<file path="src/rtl/csa_pkg.sv">
// rtl/csa_pkg.sv - shared helpers for the pipelined carry-skip adder
package csa_pkg;

    // Number of skip blocks, which is also the pipeline depth.
    function automatic int csa_nblk(input int width, input int blk);
        return (blk > 0) ? (width / blk) : 1;
    endfunction

    // True when the operand width splits evenly into skip blocks.
    function automatic bit csa_fits(input int width, input int blk);
        return (blk > 0) && ((width % blk) == 0);
    endfunction

endpackage

</file>
<file path="src/rtl/csa_skip_block.sv">
// rtl/csa_skip_block.sv - combinational BLK-bit ripple adder with carry-skip mux
//   a, b : block operands (b already inverted for subtraction)
//   ci   : carry into the block
//   s    : block sum
//   co   : block carry out (skip path when every bit propagates)
//   p    : group propagate
module csa_skip_block #(
    parameter int BLK = 4
) (
    input  logic [BLK-1:0] a,
    input  logic [BLK-1:0] b,
    input  logic           ci,
    output logic [BLK-1:0] s,
    output logic           co,
    output logic           p
);

    logic [BLK:0] c;

    always_comb begin
        c    = '0;
        s    = '0;
        c[0] = ci;
        for (int i = 0; i < BLK; i++) begin
            s[i]   = a[i] ^ b[i] ^ c[i];
            c[i+1] = (a[i] & b[i]) | ((a[i] ^ b[i]) & c[i]);
        end
        p  = &(a ^ b);
        // When the whole block propagates, the incoming carry bypasses the ripple chain.
        co = p ? ci : c[BLK];
    end

endmodule

</file>
<file path="src/rtl/csa_pipe_adder.sv">
// rtl/csa_pipe_adder.sv - pipelined carry-skip adder/subtractor, one block per stage
//   clk, rst            : clock, synchronous active-high reset
//   in_valid/in_ready   : operand handshake (a, b, cin, sub)
//   out_valid/out_ready : result handshake (s, cout, ovf, skip_mask)
module csa_pipe_adder
    import csa_pkg::*;
#(
    parameter int WIDTH = 16,
    parameter int BLK   = 4
) (
    input  logic                 clk,
    input  logic                 rst,
    input  logic                 in_valid,
    output logic                 in_ready,
    input  logic [WIDTH-1:0]     a,
    input  logic [WIDTH-1:0]     b,
    input  logic                 cin,
    input  logic                 sub,
    output logic                 out_valid,
    input  logic                 out_ready,
    output logic [WIDTH-1:0]     s,
    output logic                 cout,
    output logic                 ovf,
    output logic [WIDTH/BLK-1:0] skip_mask
);

    localparam int NBLK = csa_nblk(WIDTH, BLK);

    typedef logic [WIDTH-1:0] word_t;
    typedef logic [NBLK-1:0]  mask_t;

    if (!csa_fits(WIDTH, BLK)) begin : g_width_check
        $fatal(1, "csa_pipe_adder: WIDTH must be a multiple of BLK");
    end

    // Stage registers: bank k holds the state after block k has been resolved.
    logic [NBLK-1:0] v_q;
    logic [NBLK-1:0] c_q;
    word_t           sum_q  [NBLK];
    word_t           ar_q   [NBLK];
    word_t           br_q   [NBLK];
    mask_t           mask_q [NBLK];
    logic            ovf_q;

    // Per-stage sources: stage 0 reads the ports, later stages read the previous bank.
    word_t           src_a    [NBLK];
    word_t           src_b    [NBLK];
    word_t           src_sum  [NBLK];
    mask_t           src_mask [NBLK];
    logic [NBLK-1:0] src_v;
    logic [NBLK-1:0] src_c;

    logic [BLK-1:0]  blk_s [NBLK];
    logic [NBLK-1:0] blk_co;
    logic [NBLK-1:0] blk_p;

    logic            en;
    word_t           b_eff;
    logic            c0;
    logic            ovf_nxt;

    // A full output with no taker freezes the whole pipeline, bubbles included.
    assign en       = !(out_valid && !out_ready);
    assign in_ready = en;

    assign b_eff = sub ? ~b : b;
    assign c0    = sub | cin;

    for (genvar k = 0; k < NBLK; k++) begin : g_stage
        if (k == 0) begin : g_first
            assign src_a[k]    = a;
            assign src_b[k]    = b_eff;
            assign src_c[k]    = c0;
            assign src_sum[k]  = '0;
            assign src_mask[k] = '0;
            assign src_v[k]    = in_valid;
        end else begin : g_next
            assign src_a[k]    = ar_q[k-1];
            assign src_b[k]    = br_q[k-1];
            assign src_c[k]    = c_q[k-1];
            assign src_sum[k]  = sum_q[k-1];
            assign src_mask[k] = mask_q[k-1];
            assign src_v[k]    = v_q[k-1];
        end

        // Unconsumed operand bits are shifted down, so the current block is always at the bottom.
        csa_skip_block #(.BLK(BLK)) u_blk (
            .a  (src_a[k][BLK-1:0]),
            .b  (src_b[k][BLK-1:0]),
            .ci (src_c[k]),
            .s  (blk_s[k]),
            .co (blk_co[k]),
            .p  (blk_p[k])
        );
    end

    // Carry into the MSB is recovered from the MSB sum bit: c = s ^ a ^ b.
    assign ovf_nxt = blk_s[NBLK-1][BLK-1] ^ src_a[NBLK-1][BLK-1]
                   ^ src_b[NBLK-1][BLK-1] ^ blk_co[NBLK-1];

    always_ff @(posedge clk) begin
        if (rst) begin
            v_q   <= '0;
            c_q   <= '0;
            ovf_q <= 1'b0;
            for (int k = 0; k < NBLK; k++) begin
                sum_q[k]  <= '0;
                ar_q[k]   <= '0;
                br_q[k]   <= '0;
                mask_q[k] <= '0;
            end
        end else if (en) begin
            v_q   <= src_v;
            c_q   <= blk_co;
            ovf_q <= ovf_nxt;
            for (int k = 0; k < NBLK; k++) begin
                sum_q[k]  <= src_sum[k] | (word_t'(blk_s[k]) << (k * BLK));
                ar_q[k]   <= src_a[k] >> BLK;
                br_q[k]   <= src_b[k] >> BLK;
                mask_q[k] <= src_mask[k] | (mask_t'(blk_p[k]) << k);
            end
        end
    end

    assign out_valid = v_q[NBLK-1];
    assign s         = sum_q[NBLK-1];
    assign cout      = c_q[NBLK-1];
    assign ovf       = ovf_q;
    assign skip_mask = mask_q[NBLK-1];

endmodule
</file>
<file path="config.mk">
export PLATFORM = sky130hd
export DESIGN_NAME = csa_pipe_adder
export DESIGN_NICKNAME = d
export VERILOG_FILES = /design/src/rtl/csa_pkg.sv /design/src/rtl/csa_skip_block.sv /design/src/rtl/csa_pipe_adder.sv
export SDC_FILE = /design/constraint.sdc
export NUM_CORES = 1
export LEC_CHECK = 0
export CAP_MARGIN = 40
export CORE_AREA = 8 8 120 122
export DETAILED_ROUTE_END_ITERATION = 7
export DIE_AREA = 0 0 128 130
export PLACE_DENSITY = 0.64
export REMOVE_ABC_BUFFERS = 1
export SETUP_SLACK_MARGIN = 0.05
export SLEW_MARGIN = 20
export SYNTH_ARGS = -nofsm -noshare
export SYNTH_HDL_FRONTEND = slang
export SYNTH_HIERARCHICAL = 1
export SYNTH_SLANG_ARGS = --single-unit
</file>
<file path="constraint.sdc">
create_clock -name clk -period 4.9 [get_ports clk]
set_input_delay 0.49 -clock clk [delete_from_list [all_inputs] [get_ports clk]]
set_output_delay 0.49 -clock clk [all_outputs]
set_load 0.05 [all_outputs]
</file>
==> results of run 1 <==
[worst paths after layout]
path,startpoint,end,slack (ns),depth (start not counted)
hold reg to reg,c_q[1],c_q[1],0.45,2
hold / removal,c_q[1],c_q[1],0.45,2
setup reg to reg,ar_q[0][20],ovf,2.30,11
setup / recovery,sub,sum_q[0][3],1.98,12
[cell families (layout without fill, tap and decap cells)]
| group | Yosys count | after routing | share of synthesized area |
|---|---|---|---|
| muxes | 4 | 4 | 0.00816 |
| DFF | 107 | 107 | 0.636 |
| buffers and inverters | 52 | 118 | 0.0551 |
| AOI/OAI and AO/OA | 8 | 8 | 0.00969 |
| adders and majority gates | 32 | 32 | 0.106 |
| and+or+nand+nor | 124 | 124 | 0.151 |
| xor gates and xnor gates | 19 | 19 | 0.0339 |
[synthesized netlist by cell type (all sizes together)]
library cell	number	share of area
xnor2	13	0.023
inv	37	0.029
and4	4	0.0092
xor2	6	0.011
edfxtp	98	0.60
mux2i	4	0.0082
buf	11	0.023
nor2b	1	0.0028
clkbuf	4	0.0031
and2	86	0.11
dfxtp	9	0.037
nor2	16	0.014
nand2b	2	0.0031
a211oi	1	0.0025
fa	16	0.065
a21oi	7	0.0071
ha	16	0.041
nand2	14	0.011
or2	1	0.0013
[state kept, by name, summed over array words and instances, names as in the netlist]
register and cells:
sum_q 40, ar_q 24, br_q 24, mask_q 10, c_q 4, v_q 4
ovf 1
[worst max-delay path, delay by kind of cell]
family,cells,cell delay [ns]
xor gates and xnor gates,1,0.23
adders and majority gates,4,1.21
and+or+nand+nor,1,0.12
buffers and inverters,6,0.95
[power groups by stage]
stage	Sequential (uW)	Combinational [uW]	Clock (uW)
final	1080	199	694
after global routing	1080	224	747
after CTS	1080	204	715
after detailed placement	1100	204	0
after global placement	1100	198	0
after floorplan	1130	90.9	0
[final cells by class]
type	count	share of cell area
Clock buffer	13	0.0422
Clock inverter	3	0.00654
Inverter	37	0.0238
Multi-Input combinational cell	187	0.257
Sequential cell	107	0.526
Tap cell	172	0.0363
Timing Repair Buffer	65	0.108
[routing by layer]
metal	global-route usage	part of all wire	vias to the layer above
li1	-	-	1239
met1	0.0982	0.43	1100
met2	0.155	0.49	48
met3	0.0302	0.056	12
met4	0.0503	0.022	0
met5	0	0	-
[metrics by stage]
step	util	hold slack [ns]	cell area (um2)	total power, uW
after floorplan	-	0.426	4780	1220
after global placement	0.455	0.442	5640	1290
after detailed placement	0.455	0.445	5640	1300
after CTS	0.478	0.453	5930	2000
after global routing	0.478	0.496	5930	2050
final	0.478	0.450	5930	1970
==> results.json, run 1 <==
{
  "ys_seq_elements": 107,
  "rsz0062_at_grt": "false",
  "antenna_left": 0,
  "power_leakage_uw": 0.00246,
  "place_inst": 568,
  "swShare": 0.207,
  "clkPwrFrac": 0.352,
  "p_seq_frac": 0.547,
  "fp.dieArea_um2": 16600,
  "layout_min_cycle_time_ns": 2.92,
  "path_clk_slew_ns": 0.06,
  "fill_cells": 1157,
  "grt.overflow.total": 0,
  "clock_latency_ns": 0.33,
  "yosys_warnings": 6,
  "syn-instance-count": 346,
  "place_ws_ns": 1.60,
  "diodes": 0,
  "arrival_ns": 3.01,
  "cts_buffer_depth": 2,
  "drt-initial-drc-count": 126,
  "critPathSlowestCell": "fa_1",
  "fin_nets": 477,
  "antenna_found_initial": 0,
  "drt-total-wl_mm": 7.10,
  "grt_pass1_vias": 2516,
  "p_per_area_nw_per_um2": 332,
  "layout-drive-gt1-share": 0.0680,
  "pwr-share-comb": 0.101,
  "path_cells": "clkdlybuf4s50_1 > buf_4 > xor2_1 > inv_1 > fa_1 > inv_1 > fa_1 > fa_1 > inv_1 > fa_1 > inv_1 > and2_1",
  "port_buffers": 61,
  "finClkSkew_ns": 0.00562,
  "grt_max_degree": 47,
  "tightest_slew_ns": 0.646,
  "status": "finished, final reports clean",
  "vdd_drop_max_uv": 202,
  "p_int_uw": 1560,
  "final_common_cell": "edfxtp_1",
  "fin_ws_ns": 1.98,
  "seq_area_frac_synth": 0.636,
  "hp-class": "flip-flop to flip-flop",
  "mostFrequentLayoutCells": "edfxtp_1, and2_1, clkdlybuf4s50_1",
  "cts.repair.resized": 0,
  "cp-start-kind": "input pin",
  "cap_violations": 0,
  "drcViolationCount": 0,
  "relSlewSlack": 0.568,
  "ys_types": 25,
  "die_w_um": 128,
  "start_util": 0.395,
  "ff_latch_area_um2": 3120,
  "hold_buffers": 0,
  "fmax_mhz": 342,
  "track_usage": 0.0906,
  "maxSlewViolCount": 0,
  "dp_hpwl_mm": 5.10,
  "firstDrtPassIters": 4,
  "crit_required_ns": 4.99,
  "min_period_over_period": 0.596,
  "syn_avg_cell_area_um2": 14.2,
  "route.detailed.wl_per_inst_um": 12.2,
  "cts_setup_buffers": 0,
  "critPathKind": "input pin to flip-flop",
  "area_growth_syn_to_layout_pct": 20.9,
  "viasPerCell": 4.11,
  "setup_viol": 0,
  "stdcell_count": 584,
  "multi_input_area_um2": 1520,
  "rows": 41,
  "num_io_pins": 62,
  "cts_tree": "built",
  "cp-end-kind": "flip-flop",
  "die_y_um": 130,
  "path_max_fanout": 17,
  "cpPeakStageDelay_ns": 0.47,
  "vias": 2399,
  "core_area_um2": 12400,
  "p_switching_uw": 408,
  "setup-tns-final_ns": 0,
  "htreeDepth": 3,
  "globalplace.congestion": 0.771,
  "numCtsBuffers": 9,
  "clock-sinks": 107,
  "grt_pass1_wl_mm": 11.8,
  "netlist_area_um2": 4910,
  "finalHoldViolCount": 0,
  "root_buffer": "clkbuf_16"
}
No activity file was read; power rests on OpenSTA's default activity.
==> run 2: changes to the inputs <==
--- a/config.mk
+++ b/config.mk
@@ -9,7 +9,7 @@
 export CORE_AREA = 8 8 120 122
 export DETAILED_ROUTE_END_ITERATION = 7
 export DIE_AREA = 0 0 128 130
-export PLACE_DENSITY = 0.64
+export PLACE_DENSITY = 0.66
 export REMOVE_ABC_BUFFERS = 1
 export SETUP_SLACK_MARGIN = 0.05
 export SLEW_MARGIN = 20
==> constraint.sdc (replaced) <==
create_clock -name clk -period 2.5 [get_ports clk]
set_input_delay 0.25 -clock clk [delete_from_list [all_inputs] [get_ports clk]]
set_output_delay 0.25 -clock clk [all_outputs]
set_load 0.05 [all_outputs]
==> results.json, run 2 (synthesis gave the netlist of run 1 again) <==
{
  "design_power_total_uw": 3900,
  "largest-register": "sum_q",
  "diodes": 0,
  "min_period_over_period": 1.02,
  "cap_violations": 0,
  "grt_max_degree": 42,
  "rsz0062_at_grt": "true",
  "cp-end-kind": "flip-flop",
  "arrival_ns": 2.81,
  "dr_wl_met2_mm": 3.75,
  "area_growth_syn_to_layout_pct": 25.3,
  "viasPerCell": 4.13,
  "grt.overflow.total": 0,
  "globalplace.congestion": 0.787,
  "p_per_area_nw_per_um2": 633,
  "wl_met1_mm": 2.99,
  "tightest_slew_ns": 0.555,
  "antenna_left": 0,
  "core_area_um2": 12400,
  "largest_reg_flops": 40,
  "crit_required_ns": 2.76,
  "path_max_fanout": 2,
  "dp_hpwl_mm": 5.36,
  "setup_viol": 1,
  "root_buffer": "clkbuf_16",
  "place_ws_ns": -0.521,
  "start_util": 0.395,
  "die_y_um": 130,
  "postLayoutCellArea_um2": 6150,
  "hp-class": "flip-flop to flip-flop",
  "path_clk_slew_ns": 0.07,
  "mostFrequentLayoutCells": "edfxtp_1, and2_1, clkdlybuf4s50_1",
  "antenna_found_initial": 0,
  "drt-total-wl_mm": 7.26,
  "drcViolationCount": 0,
  "top_regs": "sum_q (40), ar_q (24), br_q (24)",
  "route.detailed.wl_per_inst_um": 12.1,
  "final_common_cell": "edfxtp_1",
  "cts_tree": "built",
  "power_leakage_uw": 0.00258,
  "firstDrtPassIters": 4,
  "highest_layer": "met4",
  "finClkSkew_ns": 0.00649,
  "status": "finished, violations left",
  "clock-sinks": 107,
  "fin_nets": 493,
  "place_inst": 579,
  "relSlewSlack": 0.629,
  "holdWs_ns": 0.455,
  "port_buffers": 61,
  "htreeDepth": 3,
  "num_io_pins": 62,
  "fin_ws_ns": -0.0454,
  "clock_latency_ns": 0.34,
  "track_usage": 0.0919,
  "finalHoldViolCount": 0,
  "die_w_um": 128,
  "vias": 2479,
  "rows": 41,
  "stdcell_count": 600,
  "vdd_drop_max_uv": 314,
  "layout-drive-gt1-share": 0.145,
  "layout_min_cycle_time_ns": 2.55,
  "placed_area_um2": 5780,
  "cp-start-kind": "flip-flop",
  "drt-initial-drc-count": 144,
  "cts_buffer_depth": 2,
  "fp.dieArea_um2": 16600,
  "grt_pass1_vias": 2657,
  "dr_wl_met3_um": 361,
  "numCtsBuffers": 9,
  "fmax_mhz": 393,
  "grt_pass1_wl_mm": 12.0,
  "critPathKind": "flip-flop to flip-flop",
  "maxSlewViolCount": 0,
  "violations": "negative setup slack",
  "hold_buffers": 0
}
[run 2: changes by cell type in the layout (fill, tap and decap cells not counted), sizes merged]
cell | previous run | this run
buf | 4 | 20
clkbuf | 13 | 10
clkdlybuf4s50 | 61 | 59
clkinv | 2 | 4
dlymetal6s2s | 0 | 2
clkinvlp | 0 | 1
[run 2: worst paths after layout]
kind / slack, ns / from / to / cells after the start
worst max-delay path: -0.05 / ar_q[0][20] / ovf / 11
worst min-delay path: 0.45 / v_q[1] / v_q[2] / 2
worst max register to register: -0.05 / ar_q[0][20] / ovf / 11
worst min register to register: 0.45 / v_q[1] / v_q[2] / 2
[run 2: area by class of cell]
class	count	area (um2)
fill	1115	6260
sequential	107	3120
multi-input combinational	187	1550
timing repair buffer	81	827
clock buffer	10	239
tap	172	215
inverter	37	141
clock inverter	6	55.1
[run 2: power by group]
group | internal (uW) | total (uW) | switching [uW]
registers | 2070 | 2110 | 36.9
logic | 210 | 422 | 212
clock network | 792 | 1360 | 571
total | 3080 | 3900 | 820
[run 2: repair_timing]
action / CTS / global route
pin swaps: 2 / 5
setup buffers: 2 / 3
cloned: 0 / 0
endpoints found under the setup margin: 3 / 3
resized for setup: 13 / 7
[run 2: through the flow]
stage / setup TNS (ns) / utilization
after floorplan: -109.72 / -
after global placement: -0.732 / 0.464
after detailed placement: -1.25 / 0.466
after CTS: -0.0446 / 0.493
after global routing: -0.122 / 0.496
final: -0.0454 / 0.496
[run 2: critical path: stages (launching register included)]
cell	delay [ns]
edfxtp_1	0.37
inv_2	0.05
fa_1	0.42
inv_2	0.07
fa_2	0.20
fa_2	0.21
inv_2	0.04
fa_1	0.38
mux2i_2	0.22
xor2_1	0.20
xnor2_1	0.10
a211oi_2	0.21
[run 2: metal layers]
| metal | up-vias | global-route usage |
|---|---|---|
| li1 | 1270 | - |
| met1 | 1151 | 0.0965 |
| met2 | 44 | 0.164 |
| met3 | 14 | 0.0282 |
| met4 | 0 | 0.0483 |
| met5 | - | 0 |
==> RTL edit (flow settings as in run 1) <==
`BLK` is set to 4 in 2 places; all go to 8.
--- a/src/rtl/csa_skip_block.sv
+++ b/src/rtl/csa_skip_block.sv
@@ -5,7 +5,7 @@
 //   co   : block carry out (skip path when every bit propagates)
 //   p    : group propagate
 module csa_skip_block #(
-    parameter int BLK = 4
+    parameter int BLK = 8
 ) (
     input  logic [BLK-1:0] a,
     input  logic [BLK-1:0] b,
--- a/src/rtl/csa_pipe_adder.sv
+++ b/src/rtl/csa_pipe_adder.sv
@@ -6,7 +6,7 @@
     import csa_pkg::*;
 #(
     parameter int WIDTH = 16,
-    parameter int BLK   = 4
+    parameter int BLK   = 8
 ) (
     input  logic                 clk,
     input  logic                 rst,
Interface: changed (resized skip_mask); port bits go from 62 to 60. No check against the original RTL was run, so the function may have changed too.
==> RTL edit against run 1 <==
  * Wire length down 29%
  * Via count down 39%
  * Utilization down 19 points
  * Sequential cell count down 59
  * Setup slack worse by 1500 ps
  * Power down 41%
  * Die area unchanged
  * Final area down 40%
  * Area after synthesis down 46%
  * Largest power group unchanged
==> RTL edit: results <==
{
  "p_int_w": 0.000836,
  "nMultiInputCombCells": 120,
  "insertion_delay_ps": 290,
  "synth-compound-area-share": 0.0104,
  "hold_ws_ps": 453,
  "synth_edf_count": 43,
  "layout.nonclk_buf_frac": 0.177,
  "netlist_instances": 195,
  "finClkSkew_ps": 2.42,
  "clk_share": 0.0455,
  "min_from": "c_q[0]$_SDFFE_PP0P_",
  "register_area_um2": 1390,
  "nClkBuffers": 6,
  "slowest_stage": "clkdlybuf4s50_1",
  "dpl_cell_area_um2": 3410,
  "clkPwrFrac": 0.314,
  "dp.final_hpwl_um": 4200,
  "met1_usage": 0.0689,
  "rr_worst_depth": 15,
  "drt_iter0_markers": 36,
  "final_util": 0.288,
  "dr_total_vias": 1472,
  "synth_cell_types": 22,
  "status": "completed",
  "grt_max_degree": 36,
  "cts_buffers": 5,
  "vdd_drop_max_mv": 0.119
}
[RTL edit: changes by cell type after synthesis, sizes merged, moves of 8 or more]
| cell | run 1 | this run |
|---|---|---|
| edfxtp | 98 | 43 |
| and2 | 86 | 35 |
| inv | 37 | 19 |
| nand2 | 14 | 6 |
[RTL edit: how the worst max path moves through the flow]
| stage | startpoint | endpoint |
|---|---|---|
| 2_1_floorplan | sub | sum_q[0][7]$_SDFFCE_PN0P_ |
| 4_1_cts | sub | sum_q[0][7]$_SDFFCE_PN0P_ |
| 6_report | sub | sum_q[0][7]$_SDFFCE_PN0P_ |
| 5_1_grt | sub | sum_q[0][7]$_SDFFCE_PN0P_ |
| 3_5_place_dp | sub | sum_q[0][7]$_SDFFCE_PN0P_ |
| 3_3_place_gp | sub | sum_q[0][7]$_SDFFCE_PN0P_ |
[RTL edit: cells by family (layout without fill, tap and decap cells)]
family          Yosys count  after routing
fa+ha+maj                32             32
xor+xnor                 19             19
simple gates             63             63
mux                       2              2
buf+inv                  27             89
flops                    48             48
compound gates            4              4
